File: config.mk
export PLATFORM = sky130hd
export DESIGN_NAME = vga_timing_gen_flat
export DESIGN_NICKNAME = d
export VERILOG_FILES = /design/src/rtl/vga_timing_gen_pkg.sv /design/src/rtl/vga_timing_gen_if.sv /design/src/rtl/vga_timing_gen_enable_delay_line.sv /design/src/rtl/vga_timing_gen.sv /design/src/flat_wrapper.sv
export SDC_FILE = /design/constraint.sdc
export NUM_CORES = 1
export LEC_CHECK = 0
export CAP_MARGIN = 20
export CORE_AREA = 2 2 66 93
export CTS_BUF_LIST = sky130_fd_sc_hd__clkbuf_4 sky130_fd_sc_hd__clkbuf_8 sky130_fd_sc_hd__clkbuf_16
export DETAILED_ROUTE_END_ITERATION = 10
export DIE_AREA = 0 0 68 95
export PLACE_DENSITY = 0.84
export SYNTH_ARGS = -nofsm -noshare
export SYNTH_HDL_FRONTEND = slang
export SYNTH_SLANG_ARGS = --single-unit
export TNS_END_PERCENT = 1
File: constraint.sdc
create_clock -name clk_i -period 1.9 [get_ports clk_i]
set_input_delay 0.57 -clock clk_i [delete_from_list [all_inputs] [get_ports clk_i]]
set_output_delay 0.57 -clock clk_i [all_outputs]
set_load 0.005 [all_outputs]
File: src/rtl/vga_timing_gen_pkg.sv
// Shared timing constants, totals helper and sync polarity encoding for the
// parametrised VGA timing generator.
package vga_timing_pkg;

  // Default 640x480@60 timing (25.175 MHz nominal pixel rate)
  localparam int DEF_H_ACTIVE = 640;
  localparam int DEF_H_FP     = 16;
  localparam int DEF_H_SYNC   = 96;
  localparam int DEF_H_BP     = 48;
  localparam int DEF_V_ACTIVE = 480;
  localparam int DEF_V_FP     = 10;
  localparam int DEF_V_SYNC   = 2;
  localparam int DEF_V_BP     = 33;

  typedef enum logic {
    POL_ACTIVE_LOW  = 1'b0,
    POL_ACTIVE_HIGH = 1'b1
  } sync_pol_e;

  function automatic int calc_total(input int active, input int fp,
                                    input int sync, input int bp);
    return active + fp + sync + bp;
  endfunction

  // Drive level of a sync line given its asserted polarity.
  function automatic logic sync_level(input logic pol, input logic asserted);
    return asserted ? pol : ~pol;
  endfunction

endpackage

File: src/rtl/vga_timing_gen_if.sv
// Video timing bus produced by vga_timing_gen and consumed by the pixel pipeline.
interface vga_timing_gen_if #(
  parameter int CNT_W     = 11,
  parameter int TILE_LOG2 = 5
);
  logic                       hsync_o;
  logic                       vsync_o;
  logic                       active_o;
  logic                       active_dly_o;
  logic [CNT_W-1:0]           x_o;
  logic [CNT_W-1:0]           y_o;
  logic [CNT_W-TILE_LOG2-1:0] tile_x_o;
  logic [CNT_W-TILE_LOG2-1:0] tile_y_o;
  logic [TILE_LOG2-1:0]       sub_y_o;
  logic                       line_start_o;
  logic                       frame_start_o;

  modport master (
    output hsync_o, vsync_o, active_o, active_dly_o, x_o, y_o,
           tile_x_o, tile_y_o, sub_y_o, line_start_o, frame_start_o
  );

  modport slave (
    input  hsync_o, vsync_o, active_o, active_dly_o, x_o, y_o,
           tile_x_o, tile_y_o, sub_y_o, line_start_o, frame_start_o
  );
endinterface

File: src/rtl/vga_timing_gen_enable_delay_line.sv
// Shift register of DEPTH entries that advances only on enabled cycles;
// DEPTH = 0 degenerates to a wire.
module enable_delay_line #(
  parameter int WIDTH = 1,
  parameter int DEPTH = 1
) (
  input  logic             clk_i,
  input  logic             rst_i,
  input  logic             en_i,
  input  logic [WIDTH-1:0] rst_val,
  input  logic [WIDTH-1:0] d,
  output logic [WIDTH-1:0] q
);

  if (DEPTH == 0) begin : g_pass
    logic unused_ctrl;
    assign unused_ctrl = ^{clk_i, rst_i, en_i, rst_val};
    assign q = d;
  end else begin : g_shift
    logic [WIDTH-1:0] stages [DEPTH];

    always_ff @(posedge clk_i or posedge rst_i) begin
      if (rst_i) begin
        for (int i = 0; i < DEPTH; i++) stages[i] <= rst_val;
      end else if (en_i) begin
        stages[0] <= d;
        for (int i = 1; i < DEPTH; i++) stages[i] <= stages[i-1];
      end
    end

    assign q = stages[DEPTH-1];
  end

endmodule

File: src/rtl/vga_timing_gen.sv
// Parametrised VGA sync generator: pixel-enable driven h/v counters, a stage-1
// register of coordinates/decodes, and a delay line aligning syncs to the pixel mux.
module vga_timing_gen
  import vga_timing_pkg::*;
#(
  parameter int H_ACTIVE  = DEF_H_ACTIVE,
  parameter int H_FP      = DEF_H_FP,
  parameter int H_SYNC    = DEF_H_SYNC,
  parameter int H_BP      = DEF_H_BP,
  parameter int V_ACTIVE  = DEF_V_ACTIVE,
  parameter int V_FP      = DEF_V_FP,
  parameter int V_SYNC    = DEF_V_SYNC,
  parameter int V_BP      = DEF_V_BP,
  parameter bit HS_POL    = bit'(POL_ACTIVE_LOW),
  parameter bit VS_POL    = bit'(POL_ACTIVE_LOW),
  parameter int TILE_LOG2 = 5,
  parameter int MUX_DELAY = 2,
  parameter int CNT_W     = 11
) (
  input  logic             clk_i,
  input  logic             rst_i,
  input  logic             en_i,
  vga_timing_gen_if.master vga
);

  localparam int H_TOTAL = calc_total(H_ACTIVE, H_FP, H_SYNC, H_BP);
  localparam int V_TOTAL = calc_total(V_ACTIVE, V_FP, V_SYNC, V_BP);
  localparam int EW      = CNT_W + 1;

  if (H_TOTAL > 2**CNT_W || V_TOTAL > 2**CNT_W) begin : g_bad_cnt_w
    $error("vga_timing_gen: CNT_W too small for H_TOTAL/V_TOTAL");
  end
  if (TILE_LOG2 < 1 || TILE_LOG2 >= CNT_W) begin : g_bad_tile
    $error("vga_timing_gen: TILE_LOG2 must be in 1..CNT_W-1");
  end
  if (MUX_DELAY < 0 || MUX_DELAY > 15) begin : g_bad_delay
    $error("vga_timing_gen: MUX_DELAY must be in 0..15");
  end

  localparam logic [CNT_W-1:0] H_LAST  = CNT_W'(H_TOTAL - 1);
  localparam logic [CNT_W-1:0] V_LAST  = CNT_W'(V_TOTAL - 1);
  // One extra bit so porch/sync edges equal to 2**CNT_W still compare correctly
  localparam logic [EW-1:0]    H_ACT_E = EW'(H_ACTIVE);
  localparam logic [EW-1:0]    HS_BEG  = EW'(H_ACTIVE + H_FP);
  localparam logic [EW-1:0]    HS_END  = EW'(H_ACTIVE + H_FP + H_SYNC);
  localparam logic [EW-1:0]    V_ACT_E = EW'(V_ACTIVE);
  localparam logic [EW-1:0]    VS_BEG  = EW'(V_ACTIVE + V_FP);
  localparam logic [EW-1:0]    VS_END  = EW'(V_ACTIVE + V_FP + V_SYNC);

  logic [CNT_W-1:0] h, v;
  logic [CNT_W-1:0] x_q, y_q;
  logic             active_q, hs_raw, vs_raw;
  logic             line_start_q, frame_start_q;
  logic [2:0]       dly_q;

  logic [EW-1:0] h_e, v_e;
  logic          h_last, v_last, hs_on, vs_on, act_on;

  assign h_e    = {1'b0, h};
  assign v_e    = {1'b0, v};
  assign h_last = (h == H_LAST);
  assign v_last = (v == V_LAST);
  assign hs_on  = (h_e >= HS_BEG) && (h_e < HS_END);
  assign vs_on  = (v_e >= VS_BEG) && (v_e < VS_END);
  assign act_on = (h_e < H_ACT_E) && (v_e < V_ACT_E);

  always_ff @(posedge clk_i or posedge rst_i) begin
    if (rst_i) begin
      h <= '0;
      v <= '0;
    end else if (en_i) begin
      if (h_last) begin
        h <= '0;
        v <= v_last ? '0 : v + 1'b1;
      end else begin
        h <= h + 1'b1;
      end
    end
  end

  always_ff @(posedge clk_i or posedge rst_i) begin
    if (rst_i) begin
      x_q      <= '0;
      y_q      <= '0;
      active_q <= 1'b0;
      hs_raw   <= ~HS_POL;
      vs_raw   <= ~VS_POL;
    end else if (en_i) begin
      x_q      <= h;
      y_q      <= v;
      active_q <= act_on;
      hs_raw   <= sync_level(HS_POL, hs_on);
      vs_raw   <= sync_level(VS_POL, vs_on);
    end
  end

  // Strobes reload every clk so they stay one clk wide when en_i stays low
  always_ff @(posedge clk_i or posedge rst_i) begin
    if (rst_i) begin
      line_start_q  <= 1'b0;
      frame_start_q <= 1'b0;
    end else begin
      line_start_q  <= en_i && (h == '0);
      frame_start_q <= en_i && (h == '0) && (v == '0);
    end
  end

  enable_delay_line #(
    .WIDTH(3),
    .DEPTH(MUX_DELAY)
  ) u_sync_dly (
    .clk_i  (clk_i),
    .rst_i  (rst_i),
    .en_i   (en_i),
    .rst_val({~HS_POL, ~VS_POL, 1'b0}),
    .d      ({hs_raw, vs_raw, active_q}),
    .q      (dly_q)
  );

  assign vga.hsync_o       = dly_q[2];
  assign vga.vsync_o       = dly_q[1];
  assign vga.active_dly_o  = dly_q[0];
  assign vga.active_o      = active_q;
  assign vga.x_o           = x_q;
  assign vga.y_o           = y_q;
  assign vga.tile_x_o      = x_q[CNT_W-1:TILE_LOG2];
  assign vga.tile_y_o      = y_q[CNT_W-1:TILE_LOG2];
  assign vga.sub_y_o       = y_q[TILE_LOG2-1:0];
  assign vga.line_start_o  = line_start_q;
  assign vga.frame_start_o = frame_start_q;

endmodule

File: src/flat_wrapper.sv
// flat-port wrapper written by rule: the top's interface ports become plain ports
module vga_timing_gen_flat import vga_timing_pkg::*;
#(
  parameter int H_ACTIVE  = DEF_H_ACTIVE,
  parameter int H_FP      = DEF_H_FP,
  parameter int H_SYNC    = DEF_H_SYNC,
  parameter int H_BP      = DEF_H_BP,
  parameter int V_ACTIVE  = DEF_V_ACTIVE,
  parameter int V_FP      = DEF_V_FP,
  parameter int V_SYNC    = DEF_V_SYNC,
  parameter int V_BP      = DEF_V_BP,
  parameter bit HS_POL    = bit'(POL_ACTIVE_LOW),
  parameter bit VS_POL    = bit'(POL_ACTIVE_LOW),
  parameter int TILE_LOG2 = 5,
  parameter int MUX_DELAY = 2,
  parameter int CNT_W     = 11
)
  (clk_i, rst_i, en_i, vga_hsync_o, vga_vsync_o, vga_active_o, vga_active_dly_o, vga_x_o, vga_y_o, vga_tile_x_o, vga_tile_y_o, vga_sub_y_o, vga_line_start_o, vga_frame_start_o);
  vga_timing_gen_if #(.CNT_W(CNT_W), .TILE_LOG2(TILE_LOG2)) vga_i ();
  input  logic clk_i;
  input  logic rst_i;
  input  logic en_i;
  output wire logic [$bits(vga_i.hsync_o)-1:0] vga_hsync_o;
  output wire logic [$bits(vga_i.vsync_o)-1:0] vga_vsync_o;
  output wire logic [$bits(vga_i.active_o)-1:0] vga_active_o;
  output wire logic [$bits(vga_i.active_dly_o)-1:0] vga_active_dly_o;
  output wire logic [$bits(vga_i.x_o)-1:0] vga_x_o;
  output wire logic [$bits(vga_i.y_o)-1:0] vga_y_o;
  output wire logic [$bits(vga_i.tile_x_o)-1:0] vga_tile_x_o;
  output wire logic [$bits(vga_i.tile_y_o)-1:0] vga_tile_y_o;
  output wire logic [$bits(vga_i.sub_y_o)-1:0] vga_sub_y_o;
  output wire logic [$bits(vga_i.line_start_o)-1:0] vga_line_start_o;
  output wire logic [$bits(vga_i.frame_start_o)-1:0] vga_frame_start_o;
  assign vga_hsync_o = vga_i.hsync_o;
  assign vga_vsync_o = vga_i.vsync_o;
  assign vga_active_o = vga_i.active_o;
  assign vga_active_dly_o = vga_i.active_dly_o;
  assign vga_x_o = vga_i.x_o;
  assign vga_y_o = vga_i.y_o;
  assign vga_tile_x_o = vga_i.tile_x_o;
  assign vga_tile_y_o = vga_i.tile_y_o;
  assign vga_sub_y_o = vga_i.sub_y_o;
  assign vga_line_start_o = vga_i.line_start_o;
  assign vga_frame_start_o = vga_i.frame_start_o;
  vga_timing_gen #(.H_ACTIVE(H_ACTIVE), .H_FP(H_FP), .H_SYNC(H_SYNC), .H_BP(H_BP), .V_ACTIVE(V_ACTIVE), .V_FP(V_FP), .V_SYNC(V_SYNC), .V_BP(V_BP), .HS_POL(HS_POL), .VS_POL(VS_POL), .TILE_LOG2(TILE_LOG2), .MUX_DELAY(MUX_DELAY), .CNT_W(CNT_W)) u_core (.clk_i(clk_i), .rst_i(rst_i), .en_i(en_i), .vga(vga_i));
endmodule
==> flow_summary.yaml <==
outcome:
  status: "complete, no violations"
synthesis:
  netlist_instances: 219
  synth_most_common_cell: "dfrtp_1"
  ys_seq_area_share_pct: 53.5
  synth_edf_count: 0
  synth_flop_cell: "dfrtp_1"
  yosys_warnings: 0
  synth.top_cell.area_share_pct: 47.4
  post-synth-top-area-cell: "dfrtp_1"
  syn_area_per_cell_sq_um: 11.8
  syn-num-nets: 227
  async_flop_share_pct: 100
  synthTopCellsByCount: "dfrtp_1 (49), mux2_2 (28), buf_4 (17)"
  ys_seq_elements: 55
  synth_area_leaders: "dfrtp_1 (47%), mux2_2 (12%), dfstp_2 (6.1%)"
  synth_area_sq_um: 2590
  ys_types: 40
finish:
  n_antenna_cell: 0
  final_core_util_pct: 57.0
  fin_nets: 274
  area_growth_pct: 25.6
  fillers: 506
  drive_gt1_share_pct: 25.1
  layout.cells.non_filler: 337
  final_area_sq_um: 3250
clock_network:
  cts_tree: "done"
  cts_root_buffer: "clkbuf_8"
  cts_setup_buffers: 0
  htreeDepth: 2
  cts.sink_count: 55
  clk_path_buf_depth: 2
  insertion_delay_ns: 0.30
  post_cts_resized: 2
  postCtsHoldBufs: 0
  cts-buffers-inserted: 5
  clk_pin_slew_ns: 0.09
floorplanning:
  initial_core_util_pct: 45.4
  die-area_sq_um: 6460
  die_w_um: 68
  core_sq_um: 5700
  die_h_um: 95
  ios: 48
  rows: 33
detailed_routing:
  avgViaCountPerCell: 5.42
  drt-total-wl_um: 5070
  drt-initial-drc-count: 79
  via_count: 1828
  drtAntennaViolNets: 0
  drc: 0
  wl_per_cell_um: 15.1
  drt_first_pass_iters: 4
timing:
  slew_headroom_pct: 71.2
  max_freq_ghz: 0.552
  fin_skew_ns: 0.00392
  finalHoldViolations: 0
  slew_viol_final: 0
  tightest_slew_ns: 0.428
  layout_setup_ws_ns: 0.0898
  setup_viol: 0
  rsz0062_at_grt: "false"
  fin_crit_ns: 1.81
  period_share_pct: 95.3
placed_design:
  place_ws_ns: -0.238
  place_congestion: 0.855
  dpl-instance-area_sq_um: 3140
  port_buffers: 47
  hpwl_um: 3760
  placed_cells: 329
worst_setup_path:
  critPathCaptureType: "flip-flop"
  cp_data_arrival_time_ns: 2.06
  cp_slowest_stage_delay_ns: 0.49
  critPathTopFamily: "simple AND/OR/NAND/NOR gates"
  worst-path-buf-inv: 1
  start_kind: "input pin"
  cp_max_fo: 7
  crit_slowest_cell: "clkdlybuf4s50_1"
  critPathKind: "in2reg"
  crit_path_cell_trace: "clkdlybuf4s50_1 -> nand2b_1 -> or4_4 -> or3_1 -> nand3_1"
  crit_required_ns: 2.15
global_routing:
  antenna_found_initial: 0
  grt_max_degree: 19
  grt.total_usage_pct: 18.0
  grt_pass1_vias: 1891
  grt_pass1_wl_um: 8820
  grt_overflow: 0
pwr:
  leakagePower_nw: 1.40
  p_total_mw: 2.79
  ir_drop_mv: 0.883
  powerDensity_nw_per_um2: 858
worst_hold_path:
  min_path_type: "reg2reg"
job:
  drv_cap: 0
-- where the power goes --
part,switching [mW],leakage [nW],internal (mW)
Clock,0.360,0.0612,0.426
Combinational,0.251,0.649,0.348
Sequential,0.104,0.694,1.30
-- layout by cell type, fill, tap and decap left out, drive strengths merged, types with 2 or more instances in the layout --
master and n:
nand4 9, and4 2, dlygate4sd2 2, nand2b 3, nor2b 2, nor4 4
mux2 28, clkbuf 6, nand2 14, nor3 6, dfstp 6, o32a 2
nor2 9, buf 20, clkdlybuf4s50 45, and3 5, nand3 7, xor2 6
o21ai 7, inv 6, dfrtp 49, xnor2 7, ha 5
-- kinds of logic (layout without fill, tap and decap cells) --
family	after synthesis	after routing	synth area share, %
multiplexers	29	29	12.6
buffers and inverters	34	82	7.83
AO/OA/AOI/OAI	15	15	3.77
AND/OR/NAND/NOR	68	68	15.5
flip-flops	55	55	53.5
XOR/XNOR	13	13	4.40
adder cells (fa/ha/maj)	5	5	2.42
-- layer usage --
layer	global-route usage, %	wire length (um)	up-vias	part of all wire [%]
li1	-	-	842	-
met1	22.0	1930	918	38
met2	30.3	2720	55	54
met3	3.58	270	13	5.3
met4	7.67	157	0	3.1
met5	0	0	-	0
-- worst paths after layout --
kind / start / end / slack, ns / depth (start not counted)
max in group asynchronous: rst_i / u_core.u_sync_dly.g_shift.stages[4] / 0.84 / 3
hold reg to reg: u_core.u_sync_dly.g_shift.stages[3] / u_core.u_sync_dly.g_shift.stages[3] / 0.52 / 1
hold / removal: u_core.u_sync_dly.g_shift.stages[3] / u_core.u_sync_dly.g_shift.stages[3] / 0.52 / 1
setup / recovery: en_i / u_core.v[3] / 0.09 / 5
setup reg to reg: u_core.h[0] / u_core.v[3] / 0.10 / 5
min in group asynchronous: rst_i / u_core.vga.y_o[5] / 0.56 / 2
-- flip-flops by register name, summed over array words and instances, names as in the netlist, 3 cells and up --
register	count
u_core.v	11
u_core.u_sync_dly.q	3
u_core.h	11
u_core.vga.x_o	11
u_core.u_sync_dly.g_shift.stages	3
u_core.vga.y_o	11
-- area by class of cell --
class                      instances  area [sq um]  share of cell area, %
clock inverter                     2          35.0                   1.08
tap                               70          87.6                   2.69
clock buffer                       6          82.6                   2.54
multi-input combinational        130          1000                   30.8
inverter                           7          30.0                  0.924
timing repair buffer              67           631                   19.4
sequential                        55          1380                   42.6
-- through the flow --
step | setup TNS [ns] | hold WS, ns
after floorplan | 0 | 0.475
after global placement | -3.41 | 0.484
after detailed placement | -4.50 | 0.499
after CTS | 0 | 0.520
after global routing | 0 | 0.543
final | 0 | 0.521
Note: power is estimated with default switching activity, not from simulation.
